[config.mk]
export PLATFORM = sky130hd
export DESIGN_NAME = multicycle_ctrl
export DESIGN_NICKNAME = d
export VERILOG_FILES = /design/src/rtl/multicycle_ctrl.sv
export SDC_FILE = /design/constraint.sdc
export NUM_CORES = 1
export LEC_CHECK = 0
export BUFFER_PORTS_ARGS = -buffer_cell sky130_fd_sc_hd__buf_2
export CAP_MARGIN = 20
export CORE_UTILIZATION = 35
export DETAILED_ROUTE_END_ITERATION = 10
export GPL_ROUTABILITY_DRIVEN = 0
export REMOVE_ABC_BUFFERS = 1
export SYNTH_ARGS = -nofsm -noshare
export SYNTH_HDL_FRONTEND = slang
export SYNTH_SLANG_ARGS = --single-unit
[constraint.sdc]
create_clock -name CLK -period 2.1 [get_ports CLK]
set_input_delay 0.105 -clock CLK [delete_from_list [all_inputs] [get_ports CLK]]
set_output_delay 0.105 -clock CLK [all_outputs]
set_load 0.03 [all_outputs]
[src/rtl/multicycle_ctrl.sv]
// multicycle_ctrl: main control FSM of the multicycle RV32I core (IF/ID/EX/MEM/WB sequencing).
// Latency: 3 cycles (branch, JAL, JALR), 4 cycles (R/I-type, LUI/AUIPC, SW), 5 cycles (LW) with zero-wait memory.
// Backpressure: IF holds until I_MEM_READY and MEM holds until D_MEM_READY; each wait cycle adds one cycle.
//
// Ports:
//   CLK, RSTn        clock and synchronous active-low reset
//   INSTR            fetched instruction word; only the opcode field is consumed
//   I_MEM_READY      fetch data valid; D_MEM_READY data access complete
//   BR_TAKEN         branch compare result, used in BR_EX only
//   ALU_CONTROL      {opcode register, state register}, purely registered
//   I_MEM_CSN, D_MEM_CSN, D_MEM_WEN   active-low memory requests / write strobe
//   IR_WE, PC_WE, RF_WE               register write enables
//   ALU_SRC_A/B, PC_SEL, WB_SEL       datapath mux selects
//   NUM_INST         retired-instruction counter (wraps)
//   HALT             sticky halt flag, set by ECALL, cleared only by reset
module multicycle_ctrl #(
  parameter int NUM_INST_W = 32
) (
  input  logic                  CLK,
  input  logic                  RSTn,
  input  logic [31:0]           INSTR,
  input  logic                  I_MEM_READY,
  input  logic                  D_MEM_READY,
  input  logic                  BR_TAKEN,
  output logic [10:0]           ALU_CONTROL,
  output logic                  I_MEM_CSN,
  output logic                  D_MEM_CSN,
  output logic                  D_MEM_WEN,
  output logic                  IR_WE,
  output logic                  PC_WE,
  output logic                  RF_WE,
  output logic [1:0]            ALU_SRC_A,
  output logic [1:0]            ALU_SRC_B,
  output logic [1:0]            PC_SEL,
  output logic [1:0]            WB_SEL,
  output logic [NUM_INST_W-1:0] NUM_INST,
  output logic                  HALT
);

  // State encoding is visible to the ALU-control decoder through ALU_CONTROL.
  typedef enum logic [3:0] {
    S_IF    = 4'b0001,
    S_ID    = 4'b0010,
    S_JAL   = 4'b0011,
    S_EX_I  = 4'b0101,
    S_MEM   = 4'b0110,
    S_EX_R  = 4'b0111,
    S_JALR  = 4'b1000,
    S_BR_EX = 4'b1001,
    S_WB    = 4'b1010,
    S_UPPER = 4'b1011,
    S_HALT  = 4'b1111
  } state_e;

  // RV32I major opcodes
  localparam logic [6:0] OP_LOAD   = 7'b0000011;
  localparam logic [6:0] OP_STORE  = 7'b0100011;
  localparam logic [6:0] OP_IMM    = 7'b0010011;
  localparam logic [6:0] OP_REG    = 7'b0110011;
  localparam logic [6:0] OP_BRANCH = 7'b1100011;
  localparam logic [6:0] OP_JAL    = 7'b1101111;
  localparam logic [6:0] OP_JALR   = 7'b1100111;
  localparam logic [6:0] OP_LUI    = 7'b0110111;
  localparam logic [6:0] OP_AUIPC  = 7'b0010111;
  localparam logic [6:0] OP_SYSTEM = 7'b1110011;

  // ALU operand A selects
  localparam logic [1:0] A_PC     = 2'd0;
  localparam logic [1:0] A_RS1    = 2'd1;
  localparam logic [1:0] A_OLD_PC = 2'd2;
  localparam logic [1:0] A_ZERO   = 2'd3;
  // ALU operand B selects
  localparam logic [1:0] B_RS2    = 2'd0;
  localparam logic [1:0] B_IMM    = 2'd1;
  localparam logic [1:0] B_FOUR   = 2'd2;
  // PC source selects
  localparam logic [1:0] PC_ALU     = 2'd0;
  localparam logic [1:0] PC_ALU_OUT = 2'd1;
  localparam logic [1:0] PC_ALU_LSB = 2'd2;
  // Writeback selects
  localparam logic [1:0] WB_ALU_OUT = 2'd0;
  localparam logic [1:0] WB_MEM     = 2'd1;
  localparam logic [1:0] WB_PC      = 2'd2;

  state_e                  state_q, state_d;
  logic [6:0]              op_q, op_d;
  logic [NUM_INST_W-1:0]   num_inst_q, num_inst_d;
  logic                    halt_q, halt_d;
  logic                    retire;

  logic is_load;
  logic is_store;

  // Only the opcode field drives control; the rest of the word feeds the datapath.
  logic unused_instr_hi;
  assign unused_instr_hi = ^INSTR[31:7];

  assign is_load  = (op_q == OP_LOAD);
  assign is_store = (op_q == OP_STORE);

  assign ALU_CONTROL = {op_q, state_q};
  assign NUM_INST    = num_inst_q;
  assign HALT        = halt_q;

  // ---------------------------------------------------------------------------
  // State, opcode, counter and halt registers
  // ---------------------------------------------------------------------------
  always_ff @(posedge CLK) begin
    if (!RSTn) begin
      state_q    <= S_IF;
      op_q       <= '0;
      num_inst_q <= '0;
      halt_q     <= 1'b0;
    end else begin
      state_q    <= state_d;
      op_q       <= op_d;
      num_inst_q <= num_inst_d;
      halt_q     <= halt_d;
    end
  end

  // ---------------------------------------------------------------------------
  // Next-state logic; 'retire' marks the last cycle of every instruction
  // ---------------------------------------------------------------------------
  always_comb begin
    state_d = state_q;
    op_d    = op_q;
    halt_d  = halt_q;
    retire  = 1'b0;

    case (state_q)
      S_IF: begin
        if (I_MEM_READY) begin
          op_d    = INSTR[6:0];
          state_d = S_ID;
        end
      end

      S_ID: begin
        case (op_q)
          OP_LOAD, OP_STORE, OP_IMM: state_d = S_EX_I;
          OP_REG:                    state_d = S_EX_R;
          OP_BRANCH:                 state_d = S_BR_EX;
          OP_JAL:                    state_d = S_JAL;
          OP_JALR:                   state_d = S_JALR;
          OP_LUI, OP_AUIPC:          state_d = S_UPPER;
          OP_SYSTEM: begin
            state_d = S_HALT;
            halt_d  = 1'b1;
          end
          default: begin
            // Unknown opcodes execute as a NOP and still count as retired.
            state_d = S_IF;
            retire  = 1'b1;
          end
        endcase
      end

      S_EX_I: begin
        if (is_load || is_store) begin
          state_d = S_MEM;
        end else begin
          state_d = S_WB;
        end
      end

      S_MEM: begin
        if (D_MEM_READY) begin
          if (is_store) begin
            state_d = S_IF;
            retire  = 1'b1;
          end else begin
            state_d = S_WB;
          end
        end
      end

      S_EX_R, S_UPPER: begin
        state_d = S_WB;
      end

      S_WB, S_BR_EX, S_JAL, S_JALR: begin
        state_d = S_IF;
        retire  = 1'b1;
      end

      S_HALT: begin
        state_d = S_HALT;
      end

      default: begin
        state_d = S_IF;
      end
    endcase

    num_inst_d = retire ? num_inst_q + NUM_INST_W'(1) : num_inst_q;
  end

  // ---------------------------------------------------------------------------
  // Datapath controls. Everything is decoded from state_q/op_q except the
  // write strobes, which are qualified by the ready/compare inputs. During
  // the reset cycle all controls sit at their idle values.
  // ---------------------------------------------------------------------------
  always_comb begin
    IR_WE     = 1'b0;
    PC_WE     = 1'b0;
    RF_WE     = 1'b0;
    I_MEM_CSN = 1'b1;
    D_MEM_CSN = 1'b1;
    D_MEM_WEN = 1'b1;
    ALU_SRC_A = A_PC;
    ALU_SRC_B = B_RS2;
    PC_SEL    = PC_ALU;
    WB_SEL    = WB_ALU_OUT;

    if (RSTn) begin
      case (state_q)
        S_IF: begin
          // PC + 4 computed in the ALU and written alongside the IR.
          I_MEM_CSN = 1'b0;
          ALU_SRC_A = A_PC;
          ALU_SRC_B = B_FOUR;
          PC_SEL    = PC_ALU;
          IR_WE     = I_MEM_READY;
          PC_WE     = I_MEM_READY;
        end

        S_ID: begin
          // Speculative branch target (old PC + imm) lands in ALUOut.
          ALU_SRC_A = A_OLD_PC;
          ALU_SRC_B = B_IMM;
        end

        S_EX_I: begin
          ALU_SRC_A = A_RS1;
          ALU_SRC_B = B_IMM;
        end

        S_MEM: begin
          D_MEM_CSN = 1'b0;
          D_MEM_WEN = ~(is_store && D_MEM_READY);
        end

        S_EX_R: begin
          ALU_SRC_A = A_RS1;
          ALU_SRC_B = B_RS2;
        end

        S_WB: begin
          RF_WE  = 1'b1;
          WB_SEL = is_load ? WB_MEM : WB_ALU_OUT;
        end

        S_BR_EX: begin
          // Compare rs1/rs2; the target was already computed during ID.
          ALU_SRC_A = A_RS1;
          ALU_SRC_B = B_RS2;
          PC_SEL    = PC_ALU_OUT;
          PC_WE     = BR_TAKEN;
        end

        S_JAL: begin
          // PC register already holds PC+4, so it is the link value.
          ALU_SRC_A = A_OLD_PC;
          ALU_SRC_B = B_IMM;
          PC_WE     = 1'b1;
          PC_SEL    = PC_ALU;
          RF_WE     = 1'b1;
          WB_SEL    = WB_PC;
        end

        S_JALR: begin
          ALU_SRC_A = A_RS1;
          ALU_SRC_B = B_IMM;
          PC_WE     = 1'b1;
          PC_SEL    = PC_ALU_LSB;
          RF_WE     = 1'b1;
          WB_SEL    = WB_PC;
        end

        S_UPPER: begin
          ALU_SRC_A = (op_q == OP_LUI) ? A_ZERO : A_OLD_PC;
          ALU_SRC_B = B_IMM;
        end

        default: begin
          // S_HALT and any unreachable code: idle controls.
        end
      endcase
    end
  end

endmodule

Word-level counts from Yosys, hierarchy flattened
Cells that the tools add are included.

Input port bits: 37. Register bits: 44. Output and inout bits: 58. Word-level logic and storage cells: 76.

Bitwise logic cells: 1. Mux-type cells: 32. Add/sub/neg operators: 1. Reductions and logical operators: 15. Equality and inequality tests: 23.

Operator list (count): adder 32 x 1 -> 32 bit (second input constant) (1); == test 7 bit (second input constant) (4); case mux 4 bit (7 select lines) (1); case mux 4 bit (6 select lines) (1); == test 7 x 6 -> 1 bit (second input constant) (3); == test 4 bit (second input constant) (5); 2-to-1 mux 1 bit (16); 2-to-1 mux 4 bit (4); == test 7 x 5 -> 1 bit (second input constant) (2); == test 4 x 3 -> 1 bit (second input constant) (3); case mux 2 bit (2 select lines) (3); OR reduction 10 bit (1); == test 4 x 2 -> 1 bit (second input constant) (2); 2-to-1 mux 2 bit (4); OR reduction 2 bit (4); OR reduction 4 bit (2); == test 7 x 2 -> 1 bit (second input constant) (1); case mux 1 bit (3 select lines) (2); case mux 2 bit (3 select lines) (1); AND reduction 2 bit (3); OR reduction 3 bit (2); OR reduction 5 bit (1); == test 4 x 1 -> 1 bit (second input constant) (1); != test 2 bit (second input constant) (2); 3 further kinds (3).

Logic depth before layout (Yosys ltp)
Gate-level depths: netlist of run 1.

Depth after elaboration: 5. Mapped depth: 8. Depth with buffers taken out: 6.

Least setup slack after synthesis of run 1
OpenSTA, ideal clock, no wires.

Kind: reg2out. From: register state_q[0]. To: output PC_WE. Required time: 1995 ps. Buffers on the path: 2. Data arrival time: 2253 ps. Setup slack: -258 ps. Cell stages (with the launch flop): 7. Cells stage by stage: dfxtp_1 > clkbuf_1 > nor2b_1 > clkbuf_1 > and3_1 > and2_1 > a211o_1.

Cells in the longest elaborated chain, start to end: 4. Elaborated cells on any way between the ends: 7. Those cells by class: 4 x eq/ne; 2 x mux; 1 x reduce/logical.

Ends and longest elaborated chain: from (decl) (line 85) `state_e state_q, state_d;`; from (signal assigned) (line 115) `state_q <= state_d;`; == test 4 bit / == test 4 x 2 -> 1 bit (equally long branches) (line 217) `case (state_q)`; OR reduction 2 bit (no line); case mux 1 bit (3 select lines) (*) (line 217); 2-to-1 mux 1 bit (*) (line 216) `if (RSTn) begin`; to (decl) (line 30) `output logic PC_WE,`.

Every way passes the cells marked *; elsewhere a longest branch is shown, timed or not.

Final worst setup path of run 1
From: register op_q[4]. To: register num_inst_q[27], in the netlist NUM_INST[27].

Cells in the longest elaborated chain, start to end: 4. Elaborated cells on any way between the ends: 15. Those cells by class: 10 x eq/ne; 4 x mux; 1 x reduce/logical.

Ends and longest elaborated chain: from (decl) (line 86) `logic [6:0] op_q, op_d;`; from (signal assigned) (line 116) `op_q <= op_d;`; == test 7 x 2 -> 1 bit, or another cell as far along (line 140) `case (op_q)`; OR reduction 10 bit (no line) / 2-to-1 mux 1 bit (equally long branches); 2-to-1 mux 1 bit, on equally long branches (line 140, 168); case mux 1 bit (3 select lines) (*) (line 131) `case (state_q)`; to (signal assigned) (line 117) `num_inst_q <= num_inst_d;`; to (decl) (line 87) `logic [NUM_INST_W-1:0] num_inst_q, num_inst_d;`.

Marked as above. A chain may end at the register's enable or synchronous reset.

==> summary.txt, run 1 <==
Run status
  – Status: finished, violations left
  – Failing checks: DRC, setup timing

Global routing
  – GR Overflow Total: 0
  – First-pass GRT wire length: 11.9 mm
  – Vias in the first global route: between 2,000 and 3,000
  – Largest net degree at the start of global routing: 29
  – Total global-route track usage: 19.5%
  – Initial antenna violation count: 0

Placed design
  – Placement Setup Slack: -0.166 ns
  – Inst Count DP: about 520
  – Count of buffers from port buffering: 69
  – DP Wirelength: approximately 5.3 mm

Synth
  – Cells after Synth: 315
  – Area share of the largest cell type after synthesis: 33.9%
  – Cell Area, Synth: about 2600 sq um
  – Number of synthesized flops with an enable pin: 0
  – Synth top cells by count: dfxtp_1, nor2_1, nand2_1
  – Synth area leaders: dfxtp_1, nor2_1, a21oi_1
  – Mean Syn Cell Area: 8.24 sq um
  – Count leader, synth: dfxtp_1
  – Synth warnings: 0
  – Synth area leader: dfxtp_1
  – Seq/Total Area, Yosys: 33.9%
  – Synth Register Bits: 44
  – Distinct cells, synth: 59
  – Most used DFF post-synth: dfxtp_1
  – Synth async-reset ratio: 0%

Die
  – Die Height: 88.1 um
  – Initial Util: 36.0%
  – Cell Rows: 31
  – Die area: between 7000 and 8000 sq um
  – IO Pins: 95
  – Die width: 88.1 um
  – CORE AREA: about 7200 sq um

STA
  – Unrepaired setup endpoints after global routing: yes
  – Final TNS setup: -0.0283 ns
  – Max Fclk: approximately 0.47 GHz
  – Fin. Hold Viols: 0
  – Final setup viols: 2
  – Final WS setup: -0.0236 ns
  – Slew @ Worst Pin: between 0.5 and 0.6 ns
  – Slew Limit Fails: 0
  – Final min period: 2.12 ns
  – Fin crit share: 101%
  – Clock skew: 0.00706 ns
  – Max_slew headroom: 61.4%

CTS
  – Hold buffer count at cts: 0
  – Root Buffer: clkbuf_8
  – CTS buffer count: 5
  – Clk_lat worst skew: 0.30 ns
  – CTS tree: done
  – H-tree levels: 2
  – Clk slew on worst S/H paths: 0.08 ns
  – Worst-case clock buffer depth: 2
  – Clock sink count: 44

Final layout
  – P&R area growth vs syn: 44.8%
  – Ant diodes: 0
  – Non-Filler Instances: 537
  – Fillers: 698
  – Nets: 476
  – Finished Core Util: 52.1%
  – Ratio of cells with drive above 1 in the final layout: 40.6%

Critical path
  – CP required: roughly 2.3 ns
  – CP Launch Type: flop
  – Crit Path Class: flop to flop
  – Crit path cell chain: buf_6 -> nor3b_4 -> o2111a_2 -> a2111oi_4 -> buf_4 -> o211ai_4 -> or4_1 -> a21oi_1
  – Critical Path Sink Type: flop
  – Family with the most delay on the worst path: compound AO/OA/AOI/OAI gates
  – Slowest stage cell, crit path: or4_1
  – Worst Path Arrival: 2.36 ns
  – CP Max Fanout: 6
  – Max stage delay on crit path: approximately 0.5 ns
  – Crit path buf inv count: 2

Detailed routing
  – Detailed-route via count: 2,788
  – Overall routed net length: 7.58 mm
  – TritonRoute pass-1 iters: 7
  – Routed length per instance: 14.1 um
  – ANT nets after route: 0
  – Residual DRC count: 2
  – Vias per std cell: around 5.2
  – DR iter-0 viols: 143

Worst hold path
  – Worst min-delay path class: input port to flop

Power
  – VDD IR-drop max: between 200 and 250 uV
  – Total Power Consumption: 0.00178 W
  – Pwr dens: 474 nW/um^2
  – Leakage: around 1.6 nW

Run
  – Max cap viols: 0
-- path summary, 6_finish.rpt --
check                 from  cells past startpoint  slack [ns]            to
setup reg to reg   op_q[4]                      8       -0.02  NUM_INST[27]
hold reg to reg       HALT                      2        0.50          HALT
setup / recovery   op_q[4]                      8       -0.02  NUM_INST[27]
hold / removal    INSTR[1]                      3        0.04       op_q[1]
-- stage by stage --
| step | hold slack, ns | area [sq um] |
|---|---|---|
| final | 0.0365 | 3760 |
| after global routing | 0.0473 | 3760 |
| after global placement | 0.334 | 3400 |
| after floorplan | 0.167 | 2490 |
| after CTS | 0.0264 | 3570 |
| after detailed placement | 0.343 | 3400 |
-- area by class of cell --
cell class              count  area (sq um)  share of cell area [%]
multi-input cells         242          1750                    46.5
flip-flops and latches     44           887                    23.6
clock buffers               7          96.3                    2.56
well taps                  99           124                    3.30
repair buffers            132           856                    22.8
inverters                  13          48.8                    1.30
-- power breakdown --
group | leakage (nW) | internal [W] | total [W] | switching, W
Sequential | 0.358 | 0.000851 | 0.000875 | 0.0000238
Combinational | 1.16 | 0.000135 | 0.000329 | 0.000195
Clock | 0.0503 | 0.000293 | 0.000578 | 0.000285
-- repair_timing --
item,4_1_cts,5_1_grt
resized for setup,11,25
pin swaps,4,25
endpoints found under the setup margin,19,30
setup buffers,3,2
cloned,1,1
-- routing by layer --
layer	wire, um	track usage, %
met2	3590	32.8
met1	3440	25.4
met5	0	0
met4	102	6.45
met3	442	3.49
-- cell families after synthesis --
logic type | Yosys count | share of synthesized area, %
multiplexers | 11 | 4.24
AND/OR/NAND/NOR | 139 | 28.9
flip-flops | 44 | 33.9
adder cells (fa/ha/maj) | 1 | 0.482
buffers and inverters | 30 | 5.83
XOR/XNOR | 13 | 4.39
AO/OA/AOI/OAI | 77 | 22.3
-- worst min-delay path, cell delays in order --
cell and delay [ns]:
buf_2 0.07, mux2i_1 0.05, nor2_1 0.07
-- state kept, by name, indices dropped and copies added, names as in the netlist --
register,cells
state_q,4
op_q,7
HALT,1
NUM_INST,32
-- layout by cell type (no fill, tap or decap), types with 6 or more instances in the layout --
| cell type | instances |
|---|---|
| xnor2_1 | 9 |
| mux2i_1 | 11 |
| nand3_1 | 14 |
| buf_4 | 59 |
| nand4_1 | 9 |
| nor3_1 | 6 |
| clkbuf_8 | 7 |
| buf_2 | 69 |
| a21oi_1 | 19 |
| nand2_1 | 27 |
| or3_1 | 11 |
| o21ai_0 | 15 |
| dfxtp_1 | 39 |
| nor2_1 | 34 |
| inv_1 | 13 |
| nand2b_1 | 6 |
(Power assumes the default switching activity.)
==> run 2, diff against run 1 <==
- BUFFER_PORTS_ARGS: -buffer_cell sky130_fd_sc_hd__buf_2 -> default
- DONT_BUFFER_PORTS: default -> 1
==> run 2 against run 1 <==
  * The run ends with setup timing left
  * Core utilization shrank 0.26 points
  * Power grew 6.4%
  * Flip-flop and latch count is the same
  * First-iteration DRC count shrank 37%
  * Wire length grew 3.0%
  * Clock skew grew 0.0042 ns
  * Final area shrank 0.50%
  * Sequential share of layout area grew 0.085 points
  * Via count shrank 2.1%
  * Worst hold slack lost 0.016 ns
  * Critical endpoint is now NUM_INST[31]
==> summary.txt, run 2 (same netlist as run 1, synthesis figures left out) <==
Critical path
  – Critical R2R Capture: NUM_INST[31]
  – CP required: 2.35 ns
  – CP Max Fanout: 7
  – Critical Path Sink: NUM_INST[31]
  – R2R Setup Slk: -0.09 ns
  – Crit Path Class: flop to flop
  – Worst Path Arrival: approximately 2.4 ns
  – Reg2reg start: op_q[3]
  – Critical Path Sink Type: flop
  – Beginning of the critical path: op_q[3]
  – Worst Reg-to-Reg Cells: 7
  – CP Launch Type: flop

Final layout
  – Ratio of cells with drive above 1 in the final layout: 35.9%
  – Most frequent cells in the layout: buf_4, dfxtp_1, nor2_1
  – Non-Filler Instances: a little over 500
  – Ant diodes: 0
  – Max reg flops: 32
  – Nets: roughly 450
  – P&R area growth vs syn: 44.0%
  – Fillers: 689
  – Commonest non-fill, non-tap cell in the layout: buf_4

CTS
  – CTS buffer count: 5
  – Clock sink count: 44
  – Clk slew on worst S/H paths: 0.09 ns
  – Root Buffer: clkbuf_8
  – Clk_lat worst skew: 0.31 ns
  – CTS tree: done
  – Worst-case clock buffer depth: 2
  – H-tree levels: 2

Detailed routing
  – Residual DRC count: 0
  – Detailed-route via count: 2,730
  – Routed met2 length: 3.74 mm
  – Met3 routed WL: 522 um
  – TritonRoute pass-1 iters: 4
  – Vias per std cell: 5.37
  – ANT nets after route: 0
  – DR iter-0 viols: 90
  – Overall routed net length: ~7.8 mm
  – Routed metal-1 wirelength: 3.39 mm
  – Routed length per instance: 15.4 um
  – Top layer in use: met4

Global routing
  – Vias in the first global route: 2,613
  – Largest net degree at the start of global routing: 18
  – First-pass GRT wire length: 12.1 mm
  – Initial antenna violation count: 0
  – Total global-route track usage: about 20%
  – GR Overflow Total: 0

Power
  – VDD IR-drop max: ~260 uV
  – Pwr dens: about 510 nW/um^2
  – Total Power Consumption: about 0.0019 W
  – Leakage: 1.41 nW

STA
  – Max_slew headroom: between 60% and 70%
  – Max Fclk: 0.457 GHz
  – Slew @ Worst Pin: 0.514 ns
  – Final setup viols: 9
  – Final min period: 2.19 ns
  – Unrepaired setup endpoints after global routing: yes
  – Clock skew: 0.0113 ns
  – Fin. Hold Viols: 0
  – Slew Limit Fails: 0
  – Final WS setup: -0.0898 ns
  – Fin crit share: 104%

Die
  – Initial Util: 36.0%
  – IO Pins: 95
  – Cell Rows: 31
  – Die width: a little under 90 um
  – Die area: between 7000 and 8000 sq um
  – Die Height: 88.1 um
  – CORE AREA: 7210 sq um

Placed design
  – Inst Count DP: about 480
  – DP Wirelength: ~5.6 mm
  – Count of buffers from port buffering: 0

Run status
  – Failing checks: setup timing
  – Status: finished, violations left

Run
  – Max cap viols: 0

Worst hold path
  – Worst min-delay path class: input port to flop
## run 2: changes by cell type in the layout (fill, tap and decap cells not counted), sizes merged
cell	previous run	this run
clkinvlp	0	1
clkbuf	8	5
inv	13	14
bufinv	0	1
dlygate4sd3	0	8
buf	131	94
## run 2: layout make-up
type	count	area [sq um]	share of cell area, %
Multi-Input combinational cell	242	1770	47.2
Sequential cell	44	886	23.7
Timing Repair Buffer	102	801	21.4
Tap cell	99	124	3.31
Clock buffer	5	68.8	1.84
Inverter	13	48.8	1.30
Clock inverter	3	46.3	1.24
## run 2: what timing repair did
action,4_1_cts,5_1_grt
gates resized for setup,10,34
endpoints found under the setup margin,24,37
pin swaps,13,19
hold endpoints to repair,14,0
gates cloned,0,1
buffers inserted,5,2
hold buffers,8,0
## run 2: metrics by stage
step	hold slack (ns)	TNS, ns	worst slack (ns)	cell area [sq um]	utilization, %
6_report	0.0203	-0.332	-0.0898	3740	51.8
5_1_grt	0.0251	-1.34	-0.143	3740	51.8
4_1_cts	0.0214	-0.739	-0.0806	3540	49.0
3_5_place_dp	0.174	-2.35	-0.148	3270	45.3
3_3_place_gp	0.171	-0.829	-0.0961	3270	45.3
2_1_floorplan	0.167	-6.08	-0.389	2490	-
## run 2: critical path, stage by stage, from the launching register on
cell,delay [ns]
dfxtp_2,0.36
and4b_1,0.23
o2111a_2,0.31
a2111oi_4,0.24
buf_4,0.19
o211ai_4,0.12
or4_4,0.56
a21oi_2,0.13
## run 2: worst min path at each step
| stage | cells after the start | slack, ns | startpoint | end |
|---|---|---|---|---|
| after floorplan | 1 | 0.17 | RSTn | state_q[0] |
| after global placement | 1 | 0.17 | RSTn | state_q[0] |
| after detailed placement | 1 | 0.17 | RSTn | state_q[0] |
| after CTS | 3 | 0.02 | D_MEM_READY | state_q[0] |
| after global routing | 3 | 0.03 | D_MEM_READY | state_q[0] |
| final | 3 | 0.02 | D_MEM_READY | state_q[0] |
## run 2: report_power, final
part	switching [W]	total, W	internal (W)
Clock	0.000330	0.000689	0.000359
Sequential	0.0000222	0.000873	0.000851
Combinational	0.000193	0.000333	0.000140
## run 2: routing by layer
metal	vias up	GRT usage, %
li1	1337	-
met1	1304	24.6
met2	76	32.7
met3	13	5.09
met4	0	9.24
met5	-	0
